<file path="src/rtl/mips_bus_pkg.sv">
// rtl/mips_bus_pkg.sv - shared types and helpers for the MIPS shared-bus adapter
// Purpose: sequencer state encoding and the bus lane-alignment helper.
// Ports: none (package).

package mips_bus_pkg;

    typedef enum logic [2:0] {
        ST_RST,
        ST_FETCH,
        ST_FETCH_RESP,
        ST_DATA,
        ST_DATA_RESP,
        ST_STEP,
        ST_HALT
    } bus_state_t;

    // Clears the byte-lane offset bits of an address. Addresses wider than
    // 64 bits are not supported; callers zero-extend into the 64-bit argument.
    function automatic logic [63:0] lane_align(input logic [63:0]   addr,
                                               input int unsigned   lane_bits);
        return addr & ~((64'd1 << lane_bits) - 64'd1);
    endfunction

endpackage

</file>
<file path="src/rtl/mips_bus_adapter.sv">
// rtl/mips_bus_adapter.sv - runs a single-cycle Harvard MIPS core on one shared wait-stated bus
// Purpose: serialises each core step into an instruction fetch plus an
//   optional data access, freezing the core via core_clk_enable until both
//   complete, and latches the read data for the core's read ports.
// Ports:
//   clk, reset                      clock, synchronous active-high reset
//   core_*                          core-side fetch/data ports, clk_enable, active
//   address/read/write/byteenable/
//   writedata/waitrequest/readdata  shared memory bus master
//   err                             sticky flag: core strobed read and write together
//   step_count, stall_count         retired steps, frozen-while-active cycles

module mips_bus_adapter
    import mips_bus_pkg::*;
#(
    parameter int DATA_W = 32,
    parameter int ADDR_W = 32,
    parameter int CNT_W  = 32
) (
    input  logic                  clk,
    input  logic                  reset,

    input  logic                  core_active,
    output logic                  core_clk_enable,
    input  logic [ADDR_W-1:0]     core_instr_address,
    output logic [DATA_W-1:0]     core_instr_readdata,
    input  logic [ADDR_W-1:0]     core_data_address,
    input  logic                  core_data_read,
    input  logic                  core_data_write,
    input  logic [DATA_W/8-1:0]   core_data_byteenable,
    input  logic [DATA_W-1:0]     core_data_writedata,
    output logic [DATA_W-1:0]     core_data_readdata,

    output logic [ADDR_W-1:0]     address,
    output logic                  read,
    output logic                  write,
    output logic [DATA_W/8-1:0]   byteenable,
    output logic [DATA_W-1:0]     writedata,
    input  logic                  waitrequest,
    input  logic [DATA_W-1:0]     readdata,

    output logic                  err,
    output logic [CNT_W-1:0]      step_count,
    output logic [CNT_W-1:0]      stall_count
);

    localparam int          BE_W      = DATA_W / 8;
    localparam int unsigned LANE_BITS = $clog2(BE_W);

    function automatic logic [ADDR_W-1:0] align(input logic [ADDR_W-1:0] a);
        return ADDR_W'(lane_align(64'(a), LANE_BITS));
    endfunction

    bus_state_t          state_q;
    logic                read_q;
    logic                write_q;
    logic                cke_q;
    logic                err_q;
    logic [ADDR_W-1:0]   addr_q;
    logic [BE_W-1:0]     be_q;
    logic [DATA_W-1:0]   wd_q;
    logic [DATA_W-1:0]   instr_q;
    logic [DATA_W-1:0]   data_q;
    logic [CNT_W-1:0]    step_q;
    logic [CNT_W-1:0]    stall_q;

    logic                data_req;
    assign data_req = core_data_read | core_data_write;

    always_ff @(posedge clk) begin
        if (reset) begin
            state_q <= ST_RST;
            read_q  <= 1'b0;
            write_q <= 1'b0;
            cke_q   <= 1'b0;
            err_q   <= 1'b0;
            addr_q  <= '0;
            be_q    <= '0;
            wd_q    <= '0;
            instr_q <= '0;
            data_q  <= '0;
            step_q  <= '0;
            stall_q <= '0;
        end else begin
            if (core_active && state_q != ST_STEP) begin
                stall_q <= stall_q + CNT_W'(1);
            end

            case (state_q)
                ST_RST: begin
                    state_q <= ST_FETCH;
                    read_q  <= 1'b1;
                    be_q    <= '1;
                end

                ST_FETCH: begin
                    if (!waitrequest) begin
                        read_q  <= 1'b0;
                        state_q <= ST_FETCH_RESP;
                    end
                end

                ST_FETCH_RESP: begin
                    instr_q <= readdata;
                    // The core decodes the bypassed readdata this cycle, so
                    // its data strobes already reflect the new instruction.
                    if (data_req) begin
                        state_q <= ST_DATA;
                        addr_q  <= align(core_data_address);
                        be_q    <= core_data_byteenable;
                        write_q <= core_data_write;
                        read_q  <= ~core_data_write;
                        if (core_data_write) begin
                            wd_q <= core_data_writedata;
                        end
                        if (core_data_read && core_data_write) begin
                            err_q <= 1'b1;
                        end
                    end else begin
                        state_q <= ST_STEP;
                        cke_q   <= 1'b1;
                    end
                end

                ST_DATA: begin
                    if (!waitrequest) begin
                        read_q  <= 1'b0;
                        write_q <= 1'b0;
                        if (write_q) begin
                            state_q <= ST_STEP;
                            cke_q   <= 1'b1;
                        end else begin
                            state_q <= ST_DATA_RESP;
                        end
                    end
                end

                ST_DATA_RESP: begin
                    data_q  <= readdata;
                    state_q <= ST_STEP;
                    cke_q   <= 1'b1;
                end

                ST_STEP: begin
                    cke_q  <= 1'b0;
                    step_q <= step_q + CNT_W'(1);
                    if (!core_active) begin
                        state_q <= ST_HALT;
                    end else begin
                        state_q <= ST_FETCH;
                        read_q  <= 1'b1;
                        be_q    <= '1;
                    end
                end

                ST_HALT: begin
                    state_q <= ST_HALT;
                end

                default: begin
                    state_q <= ST_RST;
                end
            endcase
        end
    end

    // The core's PC only moves on the clk_enable edge, so it is frozen for the
    // whole fetch; driving it through here avoids presenting the stale PC a
    // register captured on that same edge would hold.
    assign address = (state_q == ST_FETCH) ? align(core_instr_address) : addr_q;

    // Instruction bypass in FETCH_RESP lets the core decide on a data access
    // without spending an extra cycle.
    assign core_instr_readdata = (state_q == ST_FETCH_RESP) ? readdata : instr_q;

    assign read               = read_q;
    assign write              = write_q;
    assign byteenable         = be_q;
    assign writedata          = wd_q;
    assign core_clk_enable    = cke_q;
    assign core_data_readdata = data_q;
    assign err                = err_q;
    assign step_count         = step_q;
    assign stall_count        = stall_q;

endmodule
</file>
<file path="config.mk">
export PLATFORM = sky130hd
export DESIGN_NAME = mips_bus_adapter
export DESIGN_NICKNAME = d
export VERILOG_FILES = /design/src/rtl/mips_bus_pkg.sv /design/src/rtl/mips_bus_adapter.sv
export SDC_FILE = /design/constraint.sdc
export NUM_CORES = 1
export LEC_CHECK = 0
export CAP_MARGIN = 5
export CORE_UTILIZATION = 44
export CTS_CLUSTER_SIZE = 10
export DETAILED_ROUTE_END_ITERATION = 10
export PLACE_DENSITY_LB_ADDON = 0.08
export SETUP_SLACK_MARGIN = 0.4
export SLEW_MARGIN = 20
export SYNTH_ARGS = -nofsm -noshare
export SYNTH_HDL_FRONTEND = slang
export SYNTH_SLANG_ARGS = --single-unit
export TNS_END_PERCENT = 30
</file>
<file path="constraint.sdc">
create_clock -name clk -period 2.3 [get_ports clk]
set_input_delay 0.46 -clock clk [delete_from_list [all_inputs] [get_ports clk]]
set_output_delay 0.46 -clock clk [all_outputs]
set_load 0.05 [all_outputs]
</file>
==> flow_metrics.py, run 1 <==
metrics = {
    "run_status": {
        "status": "finished with violations",
        "failed_checks": "setup timing",
    },
    "yosys": {
        "ys_types": 44,
        "netlist_instances": 985,
        "async_reset_ff_frac": 0,
        "dominantRegCellSynth": "dfxtp_1",
        "synth_edf_count": 0,
        "synth.ff_latch_count": 201,
        "avgSynthCellArea_um2": 8.55,
        "ys_warn_count": 0,
        "seq_area_frac_synth": 0.478,
        "synth.cell_area_mm2": 0.00843,
    },
    "critical_path": {
        "cp.arrival_ns": 1.98,
        "critPathRequiredTime_ns": 1.84,
        "worstPathMaxFanout": 5,
        "crit_path_end_kind": "output port",
        "cp-start-kind": "flop",
        "critPathKind": "flop to output port",
        "rrSetupSlack_ns": 0.29,
    },
    "cells_and_area": {
        "final_area_mm2": 0.0134,
        "nNetsFinal": 1450,
        "seqCellArea_mm2": 0.00417,
        "mostFrequentLayoutCell": "nand2_1",
        "synthToLayoutAreaGrowth_pct": 59.5,
        "final_util": 0.716,
        "layout-drive-gt1-share": 0.254,
        "layout_common_cells": "nand2_1 (212), dfxtp_1 (153), clkdlybuf4s50_1 (132)",
        "fillers": 1463,
        "multi_input_area_mm2": 0.00442,
    },
    "sta": {
        "rsz0062_at_grt": "true",
        "setup_ws_ns": -0.143,
        "fmax_mhz": 409,
        "maxSlewHeadroom": 0.620,
        "finalSetupTns_ns": -5.25,
        "fin_crit_ns": 2.44,
        "hold_viol": 0,
        "clock_skew_ns": 0.00533,
        "finalCritPeriodShare": 1.06,
        "finalMaxSlewViolations": 0,
        "worst_pin_slew_ns": 0.572,
        "finalSetupViolCount": 62,
    },
    "clock_tree": {
        "cts_tree": "yes",
        "cts_hold_buf": 0,
        "clk_latency_ns": 0.51,
        "clock-root-buffer": "clkbuf_16",
        "clk_pin_slew_ns": 0.06,
        "cts_num_sinks": 201,
        "cts_buffers": 24,
        "clockBufferDepth": 3,
        "htreeDepth": 1,
    },
    "pwr": {
        "powerDensity_mw_per_mm2": 655,
        "power.leakage_nw": 5.21,
        "irDropWorstVdd_v": 0.000578,
        "total_power_mw": 8.80,
    },
    "detailed_routing": {
        "viasPerCell": 5.29,
        "finalWirelength_um": 26500,
        "drc": 0,
        "firstDrtPassIters": 5,
        "ant_nets": 0,
        "routedWlPerCell_um": 17.1,
        "drt_iter0_drc": 397,
        "vias": 8220,
    },
    "grt": {
        "grt_start_max_net_pins": 55,
        "grt_pass1_vias": 7866,
        "grt_use_total": 0.262,
        "grt_pass1_wl_um": 41600,
        "grt_overflow": 0,
        "antenna_found_initial": 1,
    },
    "placement": {
        "place_congestion": 0.792,
        "io_buffers": 331,
        "place.detailed.hpwl_um": 17300,
        "placed_cell_area_mm2": 0.0120,
    },
    "floorplan": {
        "initial_core_util": 0.449,
        "io_pins": 338,
        "die_x_um": 140,
        "rows": 50,
        "die_h_um": 140,
        "die_area_mm2": 0.0197,
        "coreArea_mm2": 0.0188,
    },
    "flow_run": {
        "maxCapViolCount": 0,
    },
    "hold_path": {
        "hold_path_class": "input port to flop",
    },
}
-- power breakdown --
part	internal [mW]	switching, mW
Combinational	0.784	0.992
Clock	2.05	1.38
Sequential	3.55	0.0536
-- path summary, 6_finish.rpt --
kind	from	cells after the start	endpoint
worst max-delay path	state_q[2]$_SDFFE_PP0P_	6	core_instr_readdata[21]
worst min-delay path	reset	2	stall_count[10]$_SDFFE_PP0P_
worst max register to register	state_q[2]$_SDFFE_PP0P_	5	stall_count[13]$_SDFFE_PP0P_
worst min register to register	writedata[7]$_SDFFE_PP0P_	2	writedata[7]$_SDFFE_PP0P_
-- per-stage QoR --
step                cells  setup WS [ns]  hold WS, ns
finish               1554         -0.143        0.366
global route         1553         -0.221        0.380
global placement     1503        -0.0219        0.440
detailed placement   1503        -0.0546        0.445
CTS                  1549         -0.161        0.341
floorplan             986          0.283        0.434
-- synthesized netlist by cell type (all sizes together), types with 2 or more instances --
| library cell | number | share of area |
|---|---|---|
| or4 | 33 | 0.029 |
| mux2 | 64 | 0.086 |
| or3 | 11 | 0.0094 |
| nand3 | 19 | 0.011 |
| a311oi | 4 | 0.0042 |
| nand4b | 2 | 0.0028 |
| nor3 | 5 | 0.0030 |
| and4 | 6 | 0.0062 |
| nand2b | 4 | 0.0030 |
| and3b | 2 | 0.0021 |
| dfxtp | 201 | 0.48 |
| xor2 | 5 | 0.0052 |
| nand4 | 17 | 0.013 |
| a21oi | 139 | 0.083 |
| nor4 | 10 | 0.0074 |
| inv | 18 | 0.0080 |
| o21ai | 12 | 0.0071 |
| nor2 | 38 | 0.017 |
| nor3b | 3 | 0.0027 |
| ha | 2 | 0.0030 |
| o31ai | 32 | 0.029 |
| a211oi | 2 | 0.0018 |
| buf | 18 | 0.012 |
| nand2 | 212 | 0.094 |
| and3 | 2 | 0.0015 |
| xnor2 | 18 | 0.019 |
| clkbuf | 59 | 0.026 |
| nor2b | 35 | 0.026 |
| and2 | 2 | 0.0015 |
-- timing repair --
action	CTS	global route
gates resized for setup	266	131
cloned	4	1
endpoints found under the setup margin	220	159
pin swaps	39	57
hold endpoints to repair	0	0
buffers inserted	7	3
-- flip-flops by register name, summed over array words and instances, names as in the netlist --
register,flops
err,1
state_q,3
writedata,32
step_count,32
addr_q,30
instr_q,32
write,1
core_clk_enable,1
read,1
core_data_readdata,32
byteenable,4
stall_count,32
-- cell families after synthesis --
group	Yosys count	synth area share
flops	201	0.478
xor+xnor	23	0.0239
compound gates	195	0.130
simple gates	404	0.233
other cells	1	0.000445
buf+inv	95	0.0468
fa+ha+maj	2	0.00297
mux	64	0.0855
-- layout make-up --
cell class	instances	area share
Tap cell	234	0.0218
Timing Repair Buffer	375	0.283
Clock buffer	35	0.0516
Multi-Input combinational cell	690	0.329
Antenna cell	1	0.000186
Inverter	18	0.00503
Sequential cell	201	0.310
-- layer usage --
layer  vias up  GRT usage  routed length, um
li1       4059          -                  -
met4         0     0.0885                743
met2       251      0.440              13000
met3        52     0.0790               2070
met5         -          0                  0
met1      3858      0.319              10700
-- critical path, cell delays in order (launching register included) --
cell and delay [ns]:
dfxtp_4 0.36, nor3b_4 0.21, buf_6 0.18, buf_12 0.12
clkbuf_16 0.14, mux2_4 0.31, buf_6 0.16
Power figures use the tool's default switching activity.
==> run 2, diff against run 1 <==
--- a/config.mk
+++ b/config.mk
@@ -6,11 +6,12 @@
 export NUM_CORES = 1
 export LEC_CHECK = 0
 export CAP_MARGIN = 5
+export CORE_ASPECT_RATIO = 1.4
 export CORE_UTILIZATION = 44
 export CTS_CLUSTER_SIZE = 10
 export DETAILED_ROUTE_END_ITERATION = 10
 export PLACE_DENSITY_LB_ADDON = 0.08
-export SETUP_SLACK_MARGIN = 0.4
+export SETUP_SLACK_MARGIN = 0.05
 export SLEW_MARGIN = 20
 export SYNTH_ARGS = -nofsm -noshare
 export SYNTH_HDL_FRONTEND = slang
==> run 2 against run 1 <==
The run still ends with setup timing left. Power down 0.26%. Final area shrank 0.12%. Clock power fell by 4%. Critical path depth stayed put. Worst setup slack improved by 0.0094 ns. Clock skew grew 0.0057 ns. Combinational power up 6%. Hold slack improved by 0.022 ns.
==> flow_metrics.py, run 2 (synthesis gave the netlist of run 1 again) <==
metrics = {
    "clock_tree": {
        "clk_latency_ns": 0.50,
        "cts_buffers": 24,
        "clockBufferDepth": 3,
        "clk_pin_slew_ns": 0.05,
        "htreeDepth": 1,
        "cts_hold_buf": 0,
        "clock-root-buffer": "clkbuf_16",
        "cts_num_sinks": 201,
        "cts_tree": "yes",
    },
    "critical_path": {
        "critPathRequiredTime_ns": 1.84,
        "cp-startpoint": "state_q[2]$_SDFFE_PP0P_",
        "cp-start-kind": "flop",
        "cp.arrival_ns": 1.97,
        "rrSetupSlack_ns": 0.18,
        "r2r_cells": 5,
        "critPathKind": "flop to output port",
        "worstPathMaxFanout": 5,
        "r2r-start": "state_q[1]$_SDFFE_PP0P_",
        "crit_path_end_kind": "output port",
        "reg2reg_to": "step_count[24]$_SDFFE_PP0N_",
        "crit_end": "core_instr_readdata[28]",
    },
    "floorplan": {
        "coreArea_mm2": 0.0187,
        "rows": 59,
        "die_h_um": 166,
        "initial_core_util": 0.451,
        "die_x_um": 119,
        "die_area_mm2": 0.0197,
        "io_pins": 338,
    },
    "grt": {
        "grt_use_total": 0.257,
        "grt_pass1_vias": 7807,
        "grt_start_max_net_pins": 60,
        "antenna_found_initial": 0,
        "grt_overflow": 0,
        "grt_pass1_wl_um": 41100,
    },
    "cells_and_area": {
        "antennaDiodeCount": 0,
        "final_area_mm2": 0.0134,
        "layout-drive-gt1-share": 0.170,
        "synthToLayoutAreaGrowth_pct": 59.4,
        "final_cell_count_no_fill": 1563,
        "layout_common_cells": "clkdlybuf4s50_1 (239), nand2_1 (212), dfxtp_1 (191)",
        "nNetsFinal": 1458,
        "mostFrequentLayoutCell": "clkdlybuf4s50_1",
    },
    "detailed_routing": {
        "firstDrtPassIters": 4,
        "drt_iter0_drc": 456,
        "routedWlPerCell_um": 17.0,
        "viasPerCell": 5.27,
        "vias": 8234,
        "finalWirelength_um": 26600,
        "ant_nets": 0,
        "drc": 0,
    },
    "sta": {
        "fin_crit_ns": 2.43,
        "finalCritPeriodShare": 1.06,
        "finalMaxSlewViolations": 0,
        "clock_skew_ns": 0.0111,
        "setup_ws_ns": -0.133,
        "rsz0062_at_grt": "true",
        "fmax_mhz": 411,
        "finalSetupViolCount": 55,
        "worst_pin_slew_ns": 0.621,
        "hold_viol": 0,
        "maxSlewHeadroom": 0.585,
        "finalSetupTns_ns": -3.94,
    },
    "placement": {
        "placed_cell_area_mm2": 0.0119,
        "dp_cells": 1517,
        "io_buffers": 331,
        "pre_cts_ws_ns": -0.00297,
        "place_congestion": 0.824,
        "place.detailed.hpwl_um": 17500,
    },
    "flow_run": {
        "maxCapViolCount": 0,
    },
    "pwr": {
        "irDropWorstVdd_v": 0.000664,
        "total_power_mw": 8.78,
        "powerDensity_mw_per_mm2": 654,
        "power.leakage_nw": 5.17,
    },
    "run_status": {
        "status": "finished with violations",
        "failed_checks": "setup timing",
    },
    "hold_path": {
        "hold_path_class": "input port to flop",
    },
}
==> run 2: metrics by stage <==
| stage | util | hold WS [ns] |
|---|---|---|
| finish | 0.719 | 0.388 |
| global route | 0.719 | 0.397 |
| CTS | 0.702 | 0.377 |
| detailed placement | 0.637 | 0.446 |
| global placement | 0.637 | 0.440 |
| floorplan | - | 0.434 |
==> run 2: worst min path at each step <==
| stage | from | endpoint | slack [ns] | depth (start not counted) |
|---|---|---|---|---|
| 3_3_place_gp | writedata[17]$_SDFFE_PP0P_ | writedata[17]$_SDFFE_PP0P_ | 0.44 | 2 |
| 2_1_floorplan | addr_q[10]$_SDFFE_PP0P_ | addr_q[10]$_SDFFE_PP0P_ | 0.43 | 2 |
| 5_1_grt | reset | instr_q[17]$_SDFF_PP0_ | 0.40 | 2 |
| 6_report | reset | instr_q[23]$_SDFF_PP0_ | 0.39 | 2 |
| 3_5_place_dp | writedata[21]$_SDFFE_PP0P_ | writedata[21]$_SDFFE_PP0P_ | 0.45 | 2 |
| 4_1_cts | reset | instr_q[17]$_SDFF_PP0_ | 0.38 | 2 |
==> run 2: metal layers <==
metal  GRT usage  up-vias  part of all wire
li1            -     4055                 -
met1       0.295     3883              0.39
met2       0.447      234              0.50
met3      0.0687       62             0.066
met4       0.106        0             0.039
met5           0        -                 0
==> run 2: where the power goes <==
part / total, mW / internal (mW) / switching, mW
Combinational: 1.88 / 0.870 / 1.01
Sequential: 3.63 / 3.58 / 0.0523
Clock: 3.27 / 1.91 / 1.36
Total: 8.78 / 6.36 / 2.42
==> run 2: what timing repair did <==
action | 4_1_cts | 5_1_grt
pin swaps | 1 | 1
hold endpoints to repair | 0 | 0
buffers inserted | 7 | 4
resized for setup | 118 | 61
cloned | 5 | 3
endpoints found under the setup margin | 73 | 80
==> run 2: final cells by class <==
type / count / area (um^2)
clock inverters: 1 / 8.76
inverters: 18 / 67.6
multi-input cells: 690 / 4210
flip-flops and latches: 201 / 4040
clock buffers: 26 / 629
well taps: 244 / 305
fillers: 1443 / 5250
repair buffers: 383 / 4160
==> run 2: worst max-delay path, stage by stage (launching register included) <==
cell	delay [ns]
dfxtp_4	0.36
nor3b_4	0.19
buf_6	0.14
buf_12	0.13
clkbuf_16	0.15
mux2_4	0.32
buf_8	0.16
==> run 3, diff against run 2 <==
--- a/config.mk
+++ b/config.mk
@@ -7,7 +7,8 @@
 export LEC_CHECK = 0
 export CAP_MARGIN = 5
 export CORE_ASPECT_RATIO = 1.4
-export CORE_UTILIZATION = 44
+export CORE_UTILIZATION = 45
+export CTS_BUF_LIST = sky130_fd_sc_hd__clkbuf_4 sky130_fd_sc_hd__clkbuf_8
 export CTS_CLUSTER_SIZE = 10
 export DETAILED_ROUTE_END_ITERATION = 10
 export PLACE_DENSITY_LB_ADDON = 0.08
==> run 3 against run 2 <==
The run still ends with setup timing left. Final area up 2.5%. Non-clock buffer count up 8. Power up 3.0%. Sequential share of layout area down 0.72 points. Hold slack worse by 0.028 ns. Critical path type unchanged.
==> flow_metrics.py, run 3 (synthesis gave the netlist of run 1 again) <==
metrics = {
    "sta": {
        "finalCritPeriodShare": 1.06,
        "fin_crit_ns": 2.43,
        "finalSetupViolCount": 62,
        "finalMaxSlewViolations": 0,
        "worst_pin_slew_ns": 0.608,
        "whs_ns": 0.360,
        "hold_viol": 0,
        "rsz0062_at_grt": "true",
        "maxSlewHeadroom": 0.594,
        "setup_ws_ns": -0.128,
        "clock_skew_ns": 0.0252,
        "fmax_mhz": 412,
    },
    "pwr": {
        "comb_power_share": 0.217,
        "powerDensity_mw_per_mm2": 657,
        "power.switching_mw": 2.56,
        "clock_power_share": 0.381,
        "internal_power_mw": 6.47,
        "swShare": 0.283,
        "power.leakage_nw": 5.44,
        "irDropWorstVdd_v": 0.000551,
        "seqPwrFrac": 0.402,
    },
    "run_status": {
        "status": "finished with violations",
        "failed_checks": "setup timing",
    },
    "detailed_routing": {
        "ant_nets": 0,
        "viasPerCell": 5.30,
        "wl_met1_um": 10300,
        "met2WireLength_um": 14200,
        "drc": 0,
        "finalWirelength_um": 27600,
        "met3_wirelength_um": 2000,
        "dr.max_layer_used": "met4",
        "drt_iter0_drc": 472,
        "routedWlPerCell_um": 17.3,
        "firstDrtPassIters": 5,
        "vias": 8497,
    },
    "critical_path": {
        "critPathKind": "flop to output port",
        "reg2reg_to": "step_count[23]$_SDFFE_PP0N_",
        "cp.arrival_ns": 1.97,
        "critPathRequiredTime_ns": 1.84,
        "crit_path_end_kind": "output port",
        "r2r-start": "step_count[10]$_SDFFE_PP0N_",
        "rrSetupSlack_ns": 0.21,
        "cp-start-kind": "flop",
        "r2r_cells": 5,
        "worstPathMaxFanout": 7,
    },
    "clock_tree": {
        "clock-root-buffer": "clkbuf_8",
        "cts_buffers": 35,
        "clk_pin_slew_ns": 0.06,
        "clockBufferDepth": 3,
        "clk_latency_ns": 0.52,
        "cts_num_sinks": 201,
        "cts_hold_buf": 0,
        "cts_tree": "yes",
        "htreeDepth": 2,
    },
    "hold_path": {
        "hold_path_class": "input port to flop",
        "hold-path-endpoint": "instr_q[5]$_SDFF_PP0_",
        "worstHoldPathCells": 2,
        "worstHoldStart": "reset",
    },
    "placement": {
        "place_congestion": 0.831,
        "placed_cell_area_mm2": 0.0120,
        "dp_cells": 1518,
        "place.detailed.hpwl_um": 17500,
        "io_buffers": 331,
    },
    "floorplan": {
        "io_pins": 338,
        "coreArea_mm2": 0.0181,
        "die_h_um": 164,
        "die_x_um": 118,
        "die_area_mm2": 0.0193,
        "initial_core_util": 0.464,
        "rows": 58,
    },
    "cells_and_area": {
        "layout-drive-gt1-share": 0.199,
        "seqCellArea_mm2": 0.00404,
        "antennaDiodeCount": 0,
        "synthToLayoutAreaGrowth_pct": 63.3,
        "nNetsFinal": 1477,
        "layout_common_cells": "clkdlybuf4s50_1 (231), nand2_1 (212), dfxtp_1 (191)",
        "final_cell_count_no_fill": 1602,
        "multi_input_area_mm2": 0.00427,
        "fillers": 1296,
        "final_util": 0.758,
        "mostFrequentLayoutCell": "clkdlybuf4s50_1",
        "final_area_mm2": 0.0138,
    },
    "flow_run": {
        "maxCapViolCount": 0,
    },
    "grt": {
        "grt_use_total": 0.264,
        "grt_pass1_wl_um": 41100,
        "grt_pass1_vias": 8055,
        "antenna_found_initial": 0,
        "grt_start_max_net_pins": 59,
        "grt_overflow": 0,
    },
}
run 3: per-layer routing:
metal / GRT usage / vias to the layer above
li1: - / 4105
met1: 0.295 / 4010
met2: 0.466 / 305
met3: 0.0778 / 77
met4: 0.115 / 0
met5: 0 / -
run 3: worst max-delay path by stage:
stage	start	to	slack, ns	depth (start not counted)
floorplan	stall_count[0]$_SDFFE_PP0P_	stall_count[30]$_SDFFE_PP0P_	0.05	6
global placement	core_active	stall_count[31]$_SDFFE_PP0P_	0.04	5
detailed placement	core_active	stall_count[20]$_SDFFE_PP0P_	0.01	5
CTS	state_q[2]$_SDFFE_PP0P_	address[28]	-0.17	6
global route	state_q[0]$_SDFFE_PP0P_	core_instr_readdata[28]	-0.17	5
finish	state_q[0]$_SDFFE_PP0P_	core_instr_readdata[28]	-0.13	5
run 3: final cells by class:
| cell class | count | area share |
|---|---|---|
| clock buffer | 58 | 0.0521 |
| clock inverter | 4 | 0.00209 |
| inverter | 18 | 0.00491 |
| multi-input combinational | 690 | 0.310 |
| sequential | 201 | 0.294 |
| tap | 240 | 0.0218 |
| timing repair buffer | 391 | 0.315 |
run 3: timing repair:
| action | in CTS | in global routing |
|---|---|---|
| cloned | 4 | 5 |
| pin swaps | 2 | 2 |
| resized for setup | 137 | 83 |
| endpoints found under the setup margin | 76 | 92 |
| setup buffers | 6 | 7 |
run 3: worst max-delay path, cell delays in order, from the launching register on:
cell       delay, ns
dfxtp_4         0.37
nor3b_4         0.22
buf_12          0.19
clkbuf_16       0.18
mux2_4          0.33
buf_8           0.16
run 3: per-stage QoR:
stage	setup TNS [ns]	setup WS, ns	power, mW
after floorplan	0	0.0479	4.64
after global placement	0	0.0431	5.25
after detailed placement	0	0.0119	5.26
after CTS	-7.30	-0.174	8.93
after global routing	-8.37	-0.172	9.35
final	-4.91	-0.128	9.04
run 3: power by group through the flow:
stage / clock network (mW) / logic [mW] / registers [mW]
after floorplan: 0 / 0.798 / 3.84
after global placement: 0 / 1.55 / 3.70
after detailed placement: 0 / 1.55 / 3.71
after CTS: 3.50 / 1.80 / 3.63
after global routing: 3.67 / 2.04 / 3.64
final: 3.44 / 1.96 / 3.63
